[src/rtl/cpc_bus_initiator_if.sv]
// Command port and CPC expansion bus pins of the bus-cycle initiator.
// The master modport is the initiator side; slave is the controller/bus side.
interface cpc_bus_initiator_if;
    logic        cmd_valid;
    logic        cmd_ready;
    logic [1:0]  cmd_op;
    logic [15:0] cmd_adr;
    logic [7:0]  cmd_wdata;
    logic        rsp_valid;
    logic [7:0]  rsp_rdata;
    logic        rsp_err;
    logic [15:0] adr;
    logic [7:0]  data_out;
    logic        data_oe;
    logic [7:0]  data_in;
    logic        mreq_b;
    logic        iorq_b;
    logic        rd_b;
    logic        wr_b;
    logic        m1_b;
    logic        rfsh_b;
    logic        ready;

    modport master (
        input  cmd_valid, cmd_op, cmd_adr, cmd_wdata, data_in, ready,
        output cmd_ready, rsp_valid, rsp_rdata, rsp_err, adr, data_out, data_oe,
               mreq_b, iorq_b, rd_b, wr_b, m1_b, rfsh_b
    );

    modport slave (
        output cmd_valid, cmd_op, cmd_adr, cmd_wdata, data_in, ready,
        input  cmd_ready, rsp_valid, rsp_rdata, rsp_err, adr, data_out, data_oe,
               mreq_b, iorq_b, rd_b, wr_b, m1_b, rfsh_b
    );
endinterface

[src/rtl/cpc_bus_initiator.sv]
// Z80-style bus-cycle initiator: one command in, one phased memory or I/O
// cycle out on the CPC expansion bus, with READY wait-state stretching and
// a wait timeout. clk runs at twice the T-state rate (A/B half-states).
//
// state | meaning
// IDLE  | waiting for a command, cmd_ready high
// T1A   | address driven, strobes high
// T1B   | memory: MREQ (+RD) low; writes: data bus enabled
// T2A   | memory write: WR low; I/O: IORQ + RD/WR low
// T2B   | memory: READY sampled at exit; I/O: always into mandatory TW
// TWA   | wait state, first half
// TWB   | wait state, second half; READY sampled at exit
// T3A   | strobes held; read data captured at exit
// T3B   | strobes released, write data still driven for hold
module cpc_bus_initiator #(
    parameter int WAIT_MAX = 255
) (
    input  logic                   clk,
    input  logic                   reset_b,
    cpc_bus_initiator_if.master    bus
);
    localparam logic [7:0] WAIT_LIM = 8'(WAIT_MAX);

    typedef enum logic [3:0] {
        IDLE, T1A, T1B, T2A, T2B, TWA, TWB, T3A, T3B
    } state_t;

    state_t      state, state_nx;
    logic [1:0]  op;
    logic [7:0]  wait_cnt, wait_cnt_nx;
    logic        mand_tw, mand_tw_nx;
    logic        abort, abort_nx;
    logic        accept;
    logic        is_io, is_wr;

    logic        cmd_ready_q, rsp_valid_q, rsp_err_q;
    logic [7:0]  rsp_rdata_q;
    logic [15:0] adr_q;
    logic [7:0]  data_out_q;
    logic        data_oe_q, mreq_b_q, iorq_b_q, rd_b_q, wr_b_q;

    logic        in_strobe, in_late;
    logic        data_oe_nx, mreq_b_nx, iorq_b_nx, rd_b_nx, wr_b_nx;

    assign is_io  = op[1];
    assign is_wr  = op[0];
    assign accept = bus.cmd_valid && cmd_ready_q;

    // Next-state logic; the wait counter only counts READY-requested waits,
    // never the mandatory I/O wait state.
    always_comb begin
        state_nx    = state;
        wait_cnt_nx = wait_cnt;
        mand_tw_nx  = mand_tw;
        abort_nx    = abort;
        case (state)
            IDLE: if (accept) state_nx = T1A;
            T1A: begin
                state_nx    = T1B;
                wait_cnt_nx = '0;
                mand_tw_nx  = 1'b0;
                abort_nx    = 1'b0;
            end
            T1B: state_nx = T2A;
            T2A: state_nx = T2B;
            T2B: begin
                if (is_io) begin
                    state_nx   = TWA;
                    mand_tw_nx = 1'b1;
                end else if (!bus.ready) begin
                    state_nx   = TWA;
                    mand_tw_nx = 1'b0;
                end else begin
                    state_nx = T3A;
                end
            end
            TWA: state_nx = TWB;
            TWB: begin
                if (bus.ready) begin
                    state_nx = T3A;
                end else begin
                    mand_tw_nx = 1'b0;
                    if (mand_tw) begin
                        state_nx = TWA;
                    end else begin
                        wait_cnt_nx = wait_cnt + 8'd1;
                        if (wait_cnt + 8'd1 == WAIT_LIM) begin
                            state_nx = T3B;
                            abort_nx = 1'b1;
                        end else begin
                            state_nx = TWA;
                        end
                    end
                end
            end
            T3A: state_nx = T3B;
            T3B: state_nx = IDLE;
            default: state_nx = IDLE;
        endcase
    end

    // Bus outputs decoded from the next state so the registered pins are glitch-free.
    always_comb begin
        in_strobe  = state_nx inside {T1B, T2A, T2B, TWA, TWB, T3A};
        in_late    = state_nx inside {T2A, T2B, TWA, TWB, T3A};
        mreq_b_nx  = !(!is_io && in_strobe);
        iorq_b_nx  = !(is_io && in_late);
        rd_b_nx    = !(!is_wr && (is_io ? in_late : in_strobe));
        wr_b_nx    = !(is_wr && in_late);
        data_oe_nx = is_wr && (in_strobe || state_nx == T3B);
    end

    // FSM state and cycle bookkeeping.
    always_ff @(posedge clk or negedge reset_b) begin
        if (!reset_b) begin
            state    <= IDLE;
            wait_cnt <= '0;
            mand_tw  <= 1'b0;
            abort    <= 1'b0;
            op       <= 2'b00;
        end else begin
            state    <= state_nx;
            wait_cnt <= wait_cnt_nx;
            mand_tw  <= mand_tw_nx;
            abort    <= abort_nx;
            if (accept) op <= bus.cmd_op;
        end
    end

    // Registered bus pins, command latch and response port.
    always_ff @(posedge clk or negedge reset_b) begin
        if (!reset_b) begin
            mreq_b_q    <= 1'b1;
            iorq_b_q    <= 1'b1;
            rd_b_q      <= 1'b1;
            wr_b_q      <= 1'b1;
            data_oe_q   <= 1'b0;
            adr_q       <= '0;
            data_out_q  <= '0;
            cmd_ready_q <= 1'b0;
            rsp_valid_q <= 1'b0;
            rsp_err_q   <= 1'b0;
            rsp_rdata_q <= '0;
        end else begin
            mreq_b_q    <= mreq_b_nx;
            iorq_b_q    <= iorq_b_nx;
            rd_b_q      <= rd_b_nx;
            wr_b_q      <= wr_b_nx;
            data_oe_q   <= data_oe_nx;
            cmd_ready_q <= (state_nx == IDLE);
            rsp_valid_q <= (state == T3B);
            rsp_err_q   <= (state == T3B) && abort;
            if (accept) begin
                adr_q <= bus.cmd_adr;
                if (bus.cmd_op[0]) data_out_q <= bus.cmd_wdata;
            end
            if (state == T3A && !is_wr) rsp_rdata_q <= bus.data_in;
        end
    end

    assign bus.cmd_ready = cmd_ready_q;
    assign bus.rsp_valid = rsp_valid_q;
    assign bus.rsp_err   = rsp_err_q;
    assign bus.rsp_rdata = rsp_rdata_q;
    assign bus.adr       = adr_q;
    assign bus.data_out  = data_out_q;
    assign bus.data_oe   = data_oe_q;
    assign bus.mreq_b    = mreq_b_q;
    assign bus.iorq_b    = iorq_b_q;
    assign bus.rd_b      = rd_b_q;
    assign bus.wr_b      = wr_b_q;
    assign bus.m1_b      = 1'b1;
    assign bus.rfsh_b    = 1'b1;
endmodule

[src/flat_wrapper.sv]
// flat-port wrapper written by rule: the top's interface ports become plain ports
module cpc_bus_initiator_flat 
#(
    parameter int WAIT_MAX = 255
)
  (clk, reset_b, bus_cmd_valid, bus_cmd_op, bus_cmd_adr, bus_cmd_wdata, bus_data_in, bus_ready, bus_cmd_ready, bus_rsp_valid, bus_rsp_rdata, bus_rsp_err, bus_adr, bus_data_out, bus_data_oe, bus_mreq_b, bus_iorq_b, bus_rd_b, bus_wr_b, bus_m1_b, bus_rfsh_b);
  cpc_bus_initiator_if bus_i ();
  input  logic clk;
  input  logic reset_b;
  input wire logic [$bits(bus_i.cmd_valid)-1:0] bus_cmd_valid;
  input wire logic [$bits(bus_i.cmd_op)-1:0] bus_cmd_op;
  input wire logic [$bits(bus_i.cmd_adr)-1:0] bus_cmd_adr;
  input wire logic [$bits(bus_i.cmd_wdata)-1:0] bus_cmd_wdata;
  input wire logic [$bits(bus_i.data_in)-1:0] bus_data_in;
  input wire logic [$bits(bus_i.ready)-1:0] bus_ready;
  output wire logic [$bits(bus_i.cmd_ready)-1:0] bus_cmd_ready;
  output wire logic [$bits(bus_i.rsp_valid)-1:0] bus_rsp_valid;
  output wire logic [$bits(bus_i.rsp_rdata)-1:0] bus_rsp_rdata;
  output wire logic [$bits(bus_i.rsp_err)-1:0] bus_rsp_err;
  output wire logic [$bits(bus_i.adr)-1:0] bus_adr;
  output wire logic [$bits(bus_i.data_out)-1:0] bus_data_out;
  output wire logic [$bits(bus_i.data_oe)-1:0] bus_data_oe;
  output wire logic [$bits(bus_i.mreq_b)-1:0] bus_mreq_b;
  output wire logic [$bits(bus_i.iorq_b)-1:0] bus_iorq_b;
  output wire logic [$bits(bus_i.rd_b)-1:0] bus_rd_b;
  output wire logic [$bits(bus_i.wr_b)-1:0] bus_wr_b;
  output wire logic [$bits(bus_i.m1_b)-1:0] bus_m1_b;
  output wire logic [$bits(bus_i.rfsh_b)-1:0] bus_rfsh_b;
  assign bus_i.cmd_valid = bus_cmd_valid;
  assign bus_i.cmd_op = bus_cmd_op;
  assign bus_i.cmd_adr = bus_cmd_adr;
  assign bus_i.cmd_wdata = bus_cmd_wdata;
  assign bus_i.data_in = bus_data_in;
  assign bus_i.ready = bus_ready;
  assign bus_cmd_ready = bus_i.cmd_ready;
  assign bus_rsp_valid = bus_i.rsp_valid;
  assign bus_rsp_rdata = bus_i.rsp_rdata;
  assign bus_rsp_err = bus_i.rsp_err;
  assign bus_adr = bus_i.adr;
  assign bus_data_out = bus_i.data_out;
  assign bus_data_oe = bus_i.data_oe;
  assign bus_mreq_b = bus_i.mreq_b;
  assign bus_iorq_b = bus_i.iorq_b;
  assign bus_rd_b = bus_i.rd_b;
  assign bus_wr_b = bus_i.wr_b;
  assign bus_m1_b = bus_i.m1_b;
  assign bus_rfsh_b = bus_i.rfsh_b;
  cpc_bus_initiator #(.WAIT_MAX(WAIT_MAX)) u_core (.clk(clk), .reset_b(reset_b), .bus(bus_i));
endmodule
[config.mk]
export PLATFORM = sky130hd
export DESIGN_NAME = cpc_bus_initiator_flat
export DESIGN_NICKNAME = d
export VERILOG_FILES = /design/src/rtl/cpc_bus_initiator_if.sv /design/src/rtl/cpc_bus_initiator.sv /design/src/flat_wrapper.sv
export SDC_FILE = /design/constraint.sdc
export NUM_CORES = 1
export LEC_CHECK = 0
export CAP_MARGIN = 25
export CORE_MARGIN = 1
export CORE_UTILIZATION = 30
export CTS_CLUSTER_DIAMETER = 80
export CTS_CLUSTER_SIZE = 10
export DETAILED_ROUTE_END_ITERATION = 16
export PLACE_DENSITY = 0.54
export SLEW_MARGIN = 20
export SYNTH_ARGS = -nofsm -noshare
export SYNTH_HDL_FRONTEND = slang
export SYNTH_SLANG_ARGS = --single-unit
[constraint.sdc]
create_clock -name clk -period 5.2 [get_ports clk]
set_input_delay 0.78 -clock clk [delete_from_list [all_inputs] [get_ports clk]]
set_output_delay 0.78 -clock clk [all_outputs]
set_load 0.02 [all_outputs]
==> summary.md <==
| Metric | Value |
|---|---|
| Outcome | `complete, no violations` |
| Die height | `91.3 um` |
| Kind of critical path | `in2reg` |
| Part of the cycle the worst path needs | `0.441` |
| Min-Delay Path Class | `reg2reg` |
| Final HPWL from detailed placement | `3560 um` |
| Post-CTS Setup Bufs | `0` |
| Setup crit start kind | `primary input` |
| Full die area | `0.00833 mm2` |
| N_diodes | `0` |
| #FFs+latches synth | `56` |
| Total number of yosys warnings | `0` |
| WHS Path Cells | `1` |
| Layout area overhead | `40.0%` |
| Port bufs | `77` |
| Initial antenna violation count | `0` |
| Total of max-cap violations | `0` |
| LEAKAGE | `roughly 1.4 nW` |
| Worst-Margin Slew | `0.741 ns` |
| CTS tree | `built` |
| Distinct cell type count after synthesis | `43` |
| Row count | `32` |
| Mapped Avg Cell Area | `around 13 um2` |
| Core footprint | `a little under 0.008 mm2` |
| # fillers | `~740` |
| Total negative slack | `0 ns` |
| Post-layout nets | `303` |
| Setup violators final | `0` |
| EDFF count, synth | `0` |
| Max Slew Vio Count | `0` |
| First-pass GRT wire length | `8680 um` |
| CTS max path bufs | `2` |
| Grt total ovfl | `0` |
| Placement Setup Slack | `between 2 and 3 ns` |
| Post-synthesis instance area | `around 0.0024 mm2` |
| Max Freq | `around 440 MHz` |
| Vias in the first global route | `1765` |
| WL per Instance | `~14 um` |
| Clk slew on worst S/H paths | `0.09 ns` |
| Num Clock Sinks | `56` |
| Largest net degree at the start of global routing | `57` |
| Vias per std cell | `4.65` |
| Vias | `1703` |
| Clock latency at the later pin of the worst-skew pair | `roughly 0.31 ns` |
| GPL Wtd Cong | `0.719` |
| RSZ-0062 raised after global routing | `no` |
| Tot GR Track Use | `0.132` |
| VDD IR max | `between 200 and 250 uV` |
| Final Hold Fails | `0` |
| Die X | `approximately 90 um` |
| Starting density of the core | `0.309` |
| Post-synth ARST share | `1.00` |
| Req. time, crit path | `5.39 ns` |
| Drt first pass iters | `4` |
| Fin crit period | `2.29 ns` |
| Post_cts resized | `0` |
| CTS root buf | `clkbuf_8` |
| Clk_skew | `approximately 0.0057 ns` |
| Worst Path Arrival | `2.48 ns` |
| Number of hold buffers added after CTS | `0` |
| Final WL | `5120 um` |
| I/O pin cnt | `80` |
| Syn Inst Count | `roughly 190` |
| CTS Buf Count | `5` |
| Ys flop type | `dfrtp_1` |
| Share of cells above drive strength 1 | `0.216` |
| Sequential fraction of the synthesis area | `0.588` |
| Final antenna-violating net count | `0` |
| Pwr Density | `~560 mW/mm2` |
| DR DRC count | `0` |
| Relative slew slack | `0.505` |
| Register-to-Register Path Depth | `5` |
| Crit path max fanout | `14` |
| Setup slack after layout | `2.91 ns` |
| Endpoint class of the critical path | `flip-flop` |
| CTS HTree Levels | `2` |
| DR iter-0 viols | `60` |
## worst paths after layout
| check | startpoint | endpoint | slack, ns |
|---|---|---|---|
| max in group asynchronous | reset_b | u_core.bus.data_out[3] | 4.13 |
| hold reg to reg | u_core.abort | u_core.abort | 0.51 |
| min in group asynchronous | reset_b | u_core.abort | 0.60 |
| setup / recovery | bus_ready | u_core.wait_cnt[7] | 2.91 |
| setup reg to reg | u_core.state[2] | u_core.wait_cnt[7] | 3.20 |
| hold / removal | u_core.abort | u_core.abort | 0.51 |
## final cells by class
type / count / area (um2) / area share
Clock buffer: 7 / 86.3 / 0.0258
Clock inverter: 1 / 7.51 / 0.00224
Inverter: 2 / 7.51 / 0.00224
Multi-Input combinational cell: 120 / 938 / 0.280
Sequential cell: 56 / 1410 / 0.420
Tap cell: 102 / 128 / 0.0381
Timing Repair Buffer: 78 / 773 / 0.231
## where the power goes
part           switching [W]  total (W)  internal [W]  leakage, nW
registers           0.000126   0.000751      0.000625        0.690
clock network       0.000141   0.000249      0.000109       0.0445
logic               0.000424   0.000887      0.000463        0.622
total               0.000691    0.00189       0.00120         1.36
## cell families after synthesis
group / share of synthesized area
fa+ha+maj: 0.0105
buf+inv: 0.0209
other cells: 0.00157
flops: 0.588
mux: 0.155
simple gates: 0.113
xor+xnor: 0.0147
compound gates: 0.0958
## layout by cell type (no fill, tap or decap), drive strengths merged, types with 2 or more instances in the layout
| cell type | count |
|---|---|
| clkbuf | 7 |
| conb | 2 |
| clkdlybuf4s50 | 76 |
| and2 | 2 |
| or3 | 3 |
| nor2 | 6 |
| dfstp | 4 |
| nand2b | 2 |
| ha | 2 |
| nand3 | 8 |
| nor3 | 3 |
| xor2 | 2 |
| or2 | 2 |
| buf | 2 |
| o21ai | 14 |
| dfrtp | 52 |
| a21oi | 4 |
| a31oi | 2 |
| o21bai | 3 |
| xnor2 | 2 |
| nand2 | 10 |
| mux2 | 33 |
| nor3b | 6 |
| inv | 2 |
## worst max-delay path, stage by stage
cell             delay (ns)
clkdlybuf4s50_1        0.45
nor3b_1                0.34
nand2_1                0.34
and2_1                 0.30
o21ai_0                0.17
o31ai_1                0.09
## cell usage after synthesis (all sizes together), types with 2 or more instances
cell type	n	area, um2
nand3	8	45.0
mux2	33	372
or3	3	23.8
or2	2	12.5
a21oi	4	20.0
inv	2	7.51
and2	2	12.5
nand2	10	37.5
ha	2	25.0
xnor2	2	17.5
o21bai	3	22.5
buf	3	20.0
nor2	6	22.5
o21ai	14	73.8
xor2	2	17.5
nor3	3	20.0
dfrtp	52	1300
nand2b	2	12.5
a31oi	2	12.5
clkbuf	6	22.5
dfstp	4	105
nor3b	6	50.1
## registers in the layout (all words and copies together), names as in the netlist, 2 cells and up
name / flops
u_core.bus.adr: 16
u_core.bus.rsp_rdata: 8
u_core.state: 4
u_core.wait_cnt: 8
u_core.op: 2
u_core.bus.data_out: 8
## stage by stage
stage	total power (W)	std cells	hold slack [ns]	area, um2	util
after floorplan	0.00125	187	0.445	2390	-
after global placement	0.00165	358	0.486	3250	0.421
after detailed placement	0.00166	358	0.487	3250	0.421
after CTS	0.00192	366	0.510	3350	0.433
after global routing	0.00202	366	0.518	3350	0.433
final	0.00189	366	0.509	3350	0.433
## per-layer routing
metal | wire (um) | GRT usage | up-vias
li1 | - | - | 806
met1 | 2350 | 0.168 | 830
met2 | 2270 | 0.203 | 62
met3 | 438 | 0.0519 | 5
met4 | 59 | 0.0437 | 0
met5 | 0 | 0 | -
(Power assumes the default switching activity.)
